`config.mk`:
```
export PLATFORM = sky130hd
export DESIGN_NAME = soc_retire_monitor
export DESIGN_NICKNAME = d
export VERILOG_FILES = /design/src/rtl/soc_monitor_pkg.sv /design/src/rtl/retire_hart_counter.sv /design/src/rtl/soc_retire_monitor.sv
export SDC_FILE = /design/constraint.sdc
export NUM_CORES = 1
export LEC_CHECK = 0
export CORE_ASPECT_RATIO = 2
export CORE_MARGIN = 2
export CORE_UTILIZATION = 27
export DETAILED_ROUTE_END_ITERATION = 8
export PLACE_DENSITY = 0.5
export REMOVE_ABC_BUFFERS = 1
export SKIP_CTS_REPAIR_TIMING = 1
export SYNTH_ARGS = -nofsm -noshare
export SYNTH_HDL_FRONTEND = slang
export SYNTH_SLANG_ARGS = --single-unit
```
`constraint.sdc`:
```
create_clock -name io_axiClk -period 3.6 [get_ports io_axiClk]
set_clock_uncertainty 0.1 [all_clocks]
set_input_delay 0.9 -clock io_axiClk [delete_from_list [all_inputs] [get_ports io_axiClk]]
set_output_delay 0.9 -clock io_axiClk [all_outputs]
set_load 0.02 [all_outputs]
```
`src/rtl/soc_monitor_pkg.sv`:
```
// Shared types and helpers for the SoC retirement/liveness monitor.
// Holds the run-state encoding and the saturating increment used by every counter.
package soc_monitor_pkg;

  localparam int STATE_W   = 2;
  localparam int SAT_MAX_W = 64;

  typedef enum logic [STATE_W-1:0] {
    IDLE    = 2'd0,
    RUN     = 2'd1,
    HANG    = 2'd2,
    TIMEOUT = 2'd3
  } mon_state_e;

  // Counters up to SAT_MAX_W bits wide are widened to SAT_MAX_W, incremented
  // and clamped at the all-ones value of their real width.
  function automatic logic [SAT_MAX_W-1:0] sat_inc(input logic [SAT_MAX_W-1:0] value,
                                                   input int unsigned           width);
    logic [SAT_MAX_W-1:0] max_val;
    max_val = (width >= SAT_MAX_W) ? '1 : ((SAT_MAX_W'(1) << width) - SAT_MAX_W'(1));
    return (value >= max_val) ? max_val : value + SAT_MAX_W'(1);
  endfunction

endpackage

```
`src/rtl/retire_hart_counter.sv`:
```
// Per-hart slice of soc_retire_monitor: instruction count, window sample, hang flag.
// Optional last-PC capture and retire trace with SOC_RETIRE_MONITOR_LASTPC_EN.
module retire_hart_counter
  import soc_monitor_pkg::*;
#(
  parameter int CNT_W       = 32,
  parameter int PC_W        = 64,
  parameter int WINDOW_LOG2 = 10,
  parameter int HANG_CYCLES = 1024,
  parameter int HART_ID     = 0
) (
  input  logic                   clk,
  input  logic                   rst_n,
  input  logic                   clear,
  input  logic                   count_en,
  input  logic                   run,
  input  logic                   wrap,
  input  logic                   retire,
  input  logic [PC_W-1:0]        pc,
  output logic [CNT_W-1:0]       instr_cnt,
  output logic [WINDOW_LOG2:0]   window_cnt,
  output logic                   hang,
  output logic [PC_W-1:0]        last_pc
);

  localparam int WIN_W  = WINDOW_LOG2 + 1;
  localparam int IDLE_W = (HANG_CYCLES > 2) ? $clog2(HANG_CYCLES) : 1;
  localparam logic [IDLE_W-1:0] IDLE_LAST = IDLE_W'(HANG_CYCLES - 1);

  logic              counted;
  logic [WIN_W-1:0]  acc;
  logic [IDLE_W-1:0] idle_cnt;

  assign counted = count_en & retire;

  // NOTE: sequential state uses non-blocking assignments so every flop samples
  // pre-edge values regardless of statement order.
  always_ff @(posedge clk or negedge rst_n) begin
    if (!rst_n) begin
      instr_cnt  <= '0;
      window_cnt <= '0;
      acc        <= '0;
      idle_cnt   <= '0;
      hang       <= 1'b0;
    end else if (clear) begin
      instr_cnt  <= '0;
      window_cnt <= '0;
      acc        <= '0;
      idle_cnt   <= '0;
      hang       <= 1'b0;
    end else begin
      if (counted) begin
        instr_cnt <= CNT_W'(sat_inc(SAT_MAX_W'(instr_cnt), CNT_W));
      end
      if (run) begin
        // The wrap-cycle retire lands in the published sample, not the next window.
        if (wrap) begin
          window_cnt <= acc + WIN_W'(retire);
          acc        <= '0;
        end else if (retire) begin
          acc <= WIN_W'(sat_inc(SAT_MAX_W'(acc), WIN_W));
        end
        if (retire) begin
          idle_cnt <= '0;
        end else if (idle_cnt == IDLE_LAST) begin
          hang <= 1'b1;
        end else begin
          idle_cnt <= idle_cnt + IDLE_W'(1);
        end
      end
    end
  end

`ifdef SOC_RETIRE_MONITOR_LASTPC_EN
  always_ff @(posedge clk or negedge rst_n) begin
    if (!rst_n) begin
      last_pc <= '0;
    end else if (clear) begin
      last_pc <= '0;
    end else if (counted) begin
      last_pc <= pc;
    end
  end

`ifndef SYNTHESIS
  always @(posedge clk) begin
    if (rst_n && !clear && counted) begin
      $display("hart %0d pc %h cnt %0d", HART_ID, pc,
               CNT_W'(sat_inc(SAT_MAX_W'(instr_cnt), CNT_W)));
    end
  end
`endif
`else
  assign last_pc = '0;

  logic unused_pc;
  assign unused_pc = ^pc;
`endif

endmodule

```
`src/rtl/soc_retire_monitor.sv`:
```
// Retirement and liveness monitor for multi-hart DandRiscv builds: run FSM, cycle
// and window counters. Define SOC_RETIRE_MONITOR_LASTPC_EN to capture last PCs.
module soc_retire_monitor
  import soc_monitor_pkg::*;
#(
  parameter int NUM_HARTS      = 1,
  parameter int CNT_W          = 32,
  parameter int PC_W           = 64,
  parameter int WINDOW_LOG2    = 10,
  parameter int HANG_CYCLES    = 1024,
  parameter int TIMEOUT_CYCLES = 5500000
) (
  input  logic                                io_axiClk,
  input  logic                                io_asyncResetn,
  input  logic                                io_clear,
  input  logic [NUM_HARTS-1:0]                io_retireValid,
  input  logic [NUM_HARTS*PC_W-1:0]           io_retirePc,
  output logic [NUM_HARTS*CNT_W-1:0]          io_instrCnt,
  output logic [CNT_W-1:0]                    io_cycleCnt,
  output logic [NUM_HARTS*(WINDOW_LOG2+1)-1:0] io_windowCnt,
  output logic [NUM_HARTS-1:0]                io_hang,
  output logic [STATE_W-1:0]                  io_state,
  output logic [NUM_HARTS*PC_W-1:0]           io_lastPc
);

  localparam int WIN_W = WINDOW_LOG2 + 1;
  localparam logic [CNT_W-1:0] TIMEOUT_LAST = CNT_W'(TIMEOUT_CYCLES - 1);

  mon_state_e             state;
  logic [CNT_W-1:0]       cycle_cnt;
  logic [WINDOW_LOG2-1:0] win_cnt;
  logic                   run;
  logic                   count_en;
  logic                   wrap;

  assign run      = (state == RUN);
  assign count_en = (state == IDLE) || run;
  assign wrap     = run && (win_cnt == '1);

  always_ff @(posedge io_axiClk or negedge io_asyncResetn) begin
    if (!io_asyncResetn) begin
      state     <= IDLE;
      cycle_cnt <= '0;
      win_cnt   <= '0;
    end else if (io_clear) begin
      state     <= IDLE;
      cycle_cnt <= '0;
      win_cnt   <= '0;
    end else begin
      case (state)
        IDLE: begin
          if (|io_retireValid) state <= RUN;
        end
        RUN: begin
          cycle_cnt <= CNT_W'(sat_inc(SAT_MAX_W'(cycle_cnt), CNT_W));
          win_cnt   <= win_cnt + WINDOW_LOG2'(1);
          // Timeout is checked first so it wins over a coincident all-hung.
          if (cycle_cnt == TIMEOUT_LAST) begin
            state <= TIMEOUT;
          end else if (&io_hang) begin
            state <= HANG;
          end
        end
        default: ;
      endcase
    end
  end

  assign io_state    = state;
  assign io_cycleCnt = cycle_cnt;

  for (genvar h = 0; h < NUM_HARTS; h++) begin : g_hart
    retire_hart_counter #(
      .CNT_W      (CNT_W),
      .PC_W       (PC_W),
      .WINDOW_LOG2(WINDOW_LOG2),
      .HANG_CYCLES(HANG_CYCLES),
      .HART_ID    (h)
    ) u_hart (
      .clk       (io_axiClk),
      .rst_n     (io_asyncResetn),
      .clear     (io_clear),
      .count_en  (count_en),
      .run       (run),
      .wrap      (wrap),
      .retire    (io_retireValid[h]),
      .pc        (io_retirePc[h*PC_W +: PC_W]),
      .instr_cnt (io_instrCnt[h*CNT_W +: CNT_W]),
      .window_cnt(io_windowCnt[h*WIN_W +: WIN_W]),
      .hang      (io_hang[h]),
      .last_pc   (io_lastPc[h*PC_W +: PC_W])
    );
  end

endmodule
```
==> metrics.yaml, run 1 <==
layout:
  final_nets: 891
  drive_gt1_share_pct: 7.06
  utilization_pct: 32.8
  filler_cell_count: 2496
  finalNonFillerCells: 1108
  antenna_cells: 0
  syn2layout_area_growth_pct: 19.6
  fin_area_mm2: 0.00781
  final_common_cell: "dfrtp_1"
  mostFrequentLayoutCells: "dfrtp_1 (109), clkdlybuf4s50_1 (79), nor2_1 (75)"
outcome:
  status: "complete, no violations"
setup_path:
  slowest_delay_ps: 630
  path_buf_inv: 0
  cp.required_ps: 3770
  startpoint_type: "register"
  cp_top_family: "simple AND/OR/NAND/NOR gates"
  cp_cell_sequence: "ha_1 > nand3_1 > or4b_4 > nor4_4 > nor2b_1 > nor4_2"
  crit_slowest_cell: "nor4_4"
  worstSetupPathType: "reg -> reg"
  arrival_ps: 3020
  cp-end-kind: "register"
  crit_fanout: 9
placed_design:
  dp.cells: 1092
  hpwl_um: 13800
  place.gp.congestion: 0.819
  post_dp_cell_area_mm2: 0.00750
  io_buffers: 81
sta:
  finalSetupViolations: 0
  slew_headroom_pct: 41.7
  hold_viol: 0
  tightest_slew_ps: 866
  fmax_ghz: 0.351
  finalSetupTns_ps: 0
  grt_setup_unrepaired: "false"
  fin_crit_sh_pct: 79.1
  post-route-min-period_ps: 2850
  maxSlewViolCount: 0
clock_tree:
  ctsRootBufferMaster: "clkbuf_16"
  clk_path_buf_depth: 2
  clk_pin_slew_worst_paths_ps: 80
  tritoncts: "built"
  htree_levels: 3
  clock_latency_ps: 370
  cts_made_buffers: 9
  cts_sinks: 109
floorplan:
  fp.dieH_um: 224
  placeableCoreArea_mm2: 0.0238
  rows: 80
  die_x_um: 114
  ios: 210
  start_util_pct: 27.4
  die-area_mm2: 0.0255
yosys:
  async_flop_share_pct: 100
  ys.flop_type: "dfrtp_1"
  postSynthAreaPerCell_um2: 8.85
  yosys.cell_types.count: 57
  synth.yosys.seq_area_share_pct: 41.8
  syn-instance-count: 738
  synth_edf_count: 0
  synth_area_mm2: 0.00653
  ys_warn_count: 0
  ys_ff_latch: 109
detailed_routing:
  drcViolationCount: 0
  wl_um: 19400
  first_iter_violations: 354
  vias_per_cell: 5.32
  ant_nets: 0
  wl_per_cell_um: 17.5
  dr.pass1.iters: 4
  vias: 5890
hold_path:
  hold_path_class: "in -> async"
global_routing:
  grt_max_degree: 69
  grt_usage_pct: 15.5
  grt_overflow_total: 0
  grt_pass1_vias: 5800
  grt_pass1_wl_um: 31400
  antenna_found_initial: 0
pwr:
  power.leakage_nw: 3.09
  peakVddDrop_v: 0.000224
  fin_total_pwr_mw: 2.52
  power_density_mw_per_mm2: 323
flow_run:
  maxCapViolCount: 0
path summary, 6_finish.rpt:
| path | slack [ps] | from | endpoint | depth (start not counted) |
|---|---|---|---|---|
| max in group asynchronous | 2440 | io_asyncResetn | io_cycleCnt[23] | 2 |
| hold reg to reg | 430 | g_hart[0].u_hart.window_cnt[0] | g_hart[0].u_hart.window_cnt[0] | 2 |
| min in group io_axiClk | 430 | g_hart[0].u_hart.window_cnt[0] | g_hart[0].u_hart.window_cnt[0] | 2 |
| setup reg to reg | 750 | io_cycleCnt[0] | io_cycleCnt[23] | 6 |
| setup / recovery | 750 | io_cycleCnt[0] | io_cycleCnt[23] | 6 |
| hold / removal | 280 | io_asyncResetn | g_hart[0].u_hart.acc[4] | 1 |
report_power, final:
part,internal (mW),switching (mW)
Sequential,1.23,0.0153
Clock,0.579,0.491
Combinational,0.0428,0.164
Total,1.85,0.670
state kept, by name (all words and copies together), names as in the netlist:
signal                    cells
g_hart.u_hart.instr_cnt      32
io_cycleCnt                  32
g_hart.u_hart.acc            11
g_hart.u_hart.window_cnt     11
g_hart.u_hart.idle_cnt       10
win_cnt                      10
io_state                      2
g_hart.u_hart.hang            1
stage by stage:
step	hold slack (ps)	setup slack (ps)
finish	279	752
CTS	270	782
floorplan	385	757
global placement	413	656
global route	271	601
detailed placement	418	642
cells in the mapped netlist (3+ instances only):
cell type	instances	area share, %
a21oi_1	39	3.0
inv_1	14	0.80
nor3_1	51	3.9
and4_1	16	2.1
and2_1	12	1.1
nor2_1	75	4.3
and3_1	21	2.0
nor4_2	5	0.96
o21ai_0	33	2.5
xor2_1	15	2.0
and4b_1	3	0.46
or4_1	3	0.34
o21a_1	3	0.34
ha_1	7	1.3
a31oi_1	28	2.7
clkbuf_1	32	1.8
a211oi_1	20	2.3
a41oi_1	8	1.1
a311oi_1	10	1.3
nand4_1	30	2.9
nor4_1	13	1.2
nand2b_1	3	0.29
or3_1	7	0.67
dfrtp_1	109	42
buf_4	65	7.5
xnor2_1	4	0.54
mux2i_1	6	0.92
nor2b_1	3	0.29
nand2_1	35	2.0
nand3_1	34	2.6
cells by family after synthesis:
| group | Yosys count | synth area share (%) |
|---|---|---|
| AO/OA/AOI/OAI | 158 | 15.6 |
| AND/OR/NAND/NOR | 324 | 27.4 |
| multiplexers | 6 | 0.919 |
| flip-flops | 109 | 41.8 |
| XOR/XNOR | 19 | 2.55 |
| buffers and inverters | 114 | 10.3 |
| other | 1 | 0.0574 |
| adder cells (fa/ha/maj) | 7 | 1.34 |
worst register-to-register path, delay by kind of cell (launching register included):
kind | cells | cell delay [ps]
AND/OR/NAND/NOR | 5 | 1960
flip-flops | 1 | 470
adder cells (fa/ha/maj) | 1 | 230
final cells by class:
type	instances	area [um^2]	share of cell area, %
multi-input combinational	578	3370	43.2
sequential	109	2730	34.9
timing repair buffer	104	988	12.7
tap	287	359	4.60
clock buffer	11	253	3.24
clock inverter	5	56.3	0.721
inverter	14	52.6	0.673
routing by layer:
layer  up-vias  GRT usage [%]  share of wire, %
li1       2775              -                 -
met1      2893           17.2                39
met2       187           28.3                53
met3        35           2.57               3.9
met4         0           7.63               3.7
met5         -              0                 0
(Power assumes the default switching activity.)
==> run 2: changes to the inputs <==
==> constraint.sdc (replaced) <==
create_clock -name io_axiClk -period 2.77 [get_ports io_axiClk]
set_clock_uncertainty 0.1 [all_clocks]
set_input_delay 0.6925 -clock io_axiClk [delete_from_list [all_inputs] [get_ports io_axiClk]]
set_output_delay 0.6925 -clock io_axiClk [all_outputs]
set_load 0.02 [all_outputs]
==> metrics.yaml, run 2 (synthesis gave the netlist of run 1 again) <==
outcome:
  status: "complete, no violations"
pwr:
  power.leakage_nw: 3.25  # +5.1%
  switching_power_mw: 0.908  # +35%
  fin_total_pwr_mw: 3.39  # +34%
  peakVddDrop_v: 0.000223  # -0.44%
  intPower_mw: 2.48  # +34%
  p_comb_share_pct: 8.4  # +0.2 points
  power_frac_clock_pct: 43.8  # +1.4 points
  power_density_mw_per_mm2: 420  # +30%
  seqPwrFrac_pct: 47.8  # -1.6 points
  p_sw_share_pct: 26.8  # +0.26 points
placed_design:
  post_dp_cell_area_mm2: 0.00773  # +3.0%
  place.gp.congestion: 0.845  # +3.1%
  hpwl_um: 14400  # +4.4%
  io_buffers: 81  # unchanged
clock_tree:
  clk_path_buf_depth: 2  # unchanged
  cts_sinks: 109  # unchanged
  clk_pin_slew_worst_paths_ps: 80  # about the same
  htree_levels: 3  # unchanged
  clock_latency_ps: 370  # about the same
  tritoncts: "built"
  ctsRootBufferMaster: "clkbuf_16"
  cts_made_buffers: 9  # unchanged
sta:
  tightest_slew_ps: 572  # -294 ps
  worst_hold_slack_ps: 121  # -158 ps
  slew_headroom_pct: 61.6  # +20 points
  post-route-min-period_ps: 2440  # -407 ps
  finalSetupViolations: 0  # unchanged
  hold_viol: 0  # unchanged
  maxSlewViolCount: 0  # unchanged
  fin_crit_sh_pct: 88.1  # +9.0 points
  finalSetupTns_ps: 0  # unchanged
  grt_setup_unrepaired: "false"
  fmax_ghz: 0.410  # +17%
global_routing:
  grt_max_degree: 44  # -36%
  antenna_found_initial: 0  # unchanged
  grt_pass1_vias: 5741  # -1.0%
  grt_pass1_wl_um: 31400  # -0.11%
  grt_usage_pct: 15.6  # +0.098 points
  grt_overflow_total: 0  # unchanged
layout:
  antenna_cells: 0  # unchanged
  final_common_cell: "dfrtp_1"
  drive_gt1_share_pct: 10.0  # +3.0 points
  final_nets: 918  # +3.0%
  mostFrequentLayoutCells: "dfrtp_1 (109), clkdlybuf4s50_1 (79), nor2_1 (75)"
  syn2layout_area_growth_pct: 23.4
  fin_area_mm2: 0.00806  # +3.2%
floorplan:
  die-area_mm2: 0.0255  # unchanged
  ios: 210  # unchanged
  die_x_um: 114  # unchanged
  rows: 80  # unchanged
  fp.dieH_um: 224  # unchanged
  placeableCoreArea_mm2: 0.0238  # unchanged
  start_util_pct: 27.4  # unchanged
setup_path:
  slowest_delay_ps: 510  # -120 ps
  cp.required_ps: 2940  # -830 ps
  path_buf_inv: 0  # unchanged
  cp_top_family: "simple AND/OR/NAND/NOR gates"
  crit_fanout: 7  # -2
  arrival_ps: 2610  # -410 ps
  cp_cell_sequence: "ha_1 > nand3_1 > or3_1 > nor3_1 > a41oi_1 > a311oi_1"
  crit_slowest_cell: "nor3_1"
  worstSetupPathType: "reg -> reg"
  cp-end-kind: "register"
  startpoint_type: "register"
detailed_routing:
  wl_per_cell_um: 17.2  # -1.6%
  drcViolationCount: 0  # unchanged
  vias: 5942  # +0.88%
  wl_um: 19600  # +0.84%
  dr.pass1.iters: 4  # unchanged
  first_iter_violations: 297  # -16%
  vias_per_cell: 5.24  # -1.5%
  ant_nets: 0  # unchanged
hold_path:
  hold_path_class: "in -> async"
flow_run:
  maxCapViolCount: 0  # unchanged
run 2: cell types whose count changed in the layout (fill, tap and decap cells not counted), sizes merged:
| cell | change |
|---|---|
| buf | +27 |
| inv | +3 |
| clkbuf | -2 |
| clkinv | -2 |
| bufinv | +1 |
run 2: worst paths after layout:
path / slack (ps) / start / end / cells past startpoint
setup / recovery: 330 / g_hart[0].u_hart.instr_cnt[0] / g_hart[0].u_hart.instr_cnt[18] / 6
hold / removal: 120 / io_asyncResetn / g_hart[0].u_hart.acc[7] / 1
setup reg to reg: 330 / g_hart[0].u_hart.instr_cnt[0] / g_hart[0].u_hart.instr_cnt[18] / 6
hold reg to reg: 430 / g_hart[0].u_hart.instr_cnt[6] / g_hart[0].u_hart.instr_cnt[6] / 1
max in group asynchronous: 1850 / io_asyncResetn / io_cycleCnt[15] / 2
min in group io_axiClk: 430 / g_hart[0].u_hart.instr_cnt[6] / g_hart[0].u_hart.instr_cnt[6] / 1
run 2: final cells by class:
class,instances,area [um^2]
repair buffers,131,1220
flip-flops and latches,109,2730
clock inverters,7,105
clock buffers,9,225
multi-input cells,578,3370
fillers,2486,15800
inverters,14,52.6
well taps,287,359
run 2: stage by stage:
stage / util, % / cells / setup WS, ps
6_report: 33.8 / 1135 / 328
4_1_cts: 33.8 / 1135 / 313
5_1_grt: 33.8 / 1135 / 48.0
3_5_place_dp: 32.4 / 1119 / 148
3_3_place_gp: 32.4 / 1119 / 159
2_1_floorplan: - / 701 / -72.6
run 2: worst reg2reg max path: stages (launching register included):
cell	delay, ps
dfrtp_1	460
ha_1	250
nand3_1	150
or3_1	420
nor3_1	510
a41oi_1	190
a311oi_1	260
run 2: power by group through the flow:
stage	Sequential, mW	Combinational (mW)	Clock, mW
2_1_floorplan	1.66	0.138	0
3_5_place_dp	1.65	0.288	0
4_1_cts	1.62	0.290	1.54
5_1_grt	1.62	0.314	1.60
3_3_place_gp	1.65	0.287	0
6_report	1.62	0.285	1.48
run 2: metal layers:
metal	vias up	track usage, %	part of all wire [%]	wire length, um
li1	2842	-	-	-
met1	2902	17.4	39	7630
met2	163	28.6	54	10600
met3	35	2.38	3.5	693
met4	0	7.32	3.3	643
met5	-	0	0	0
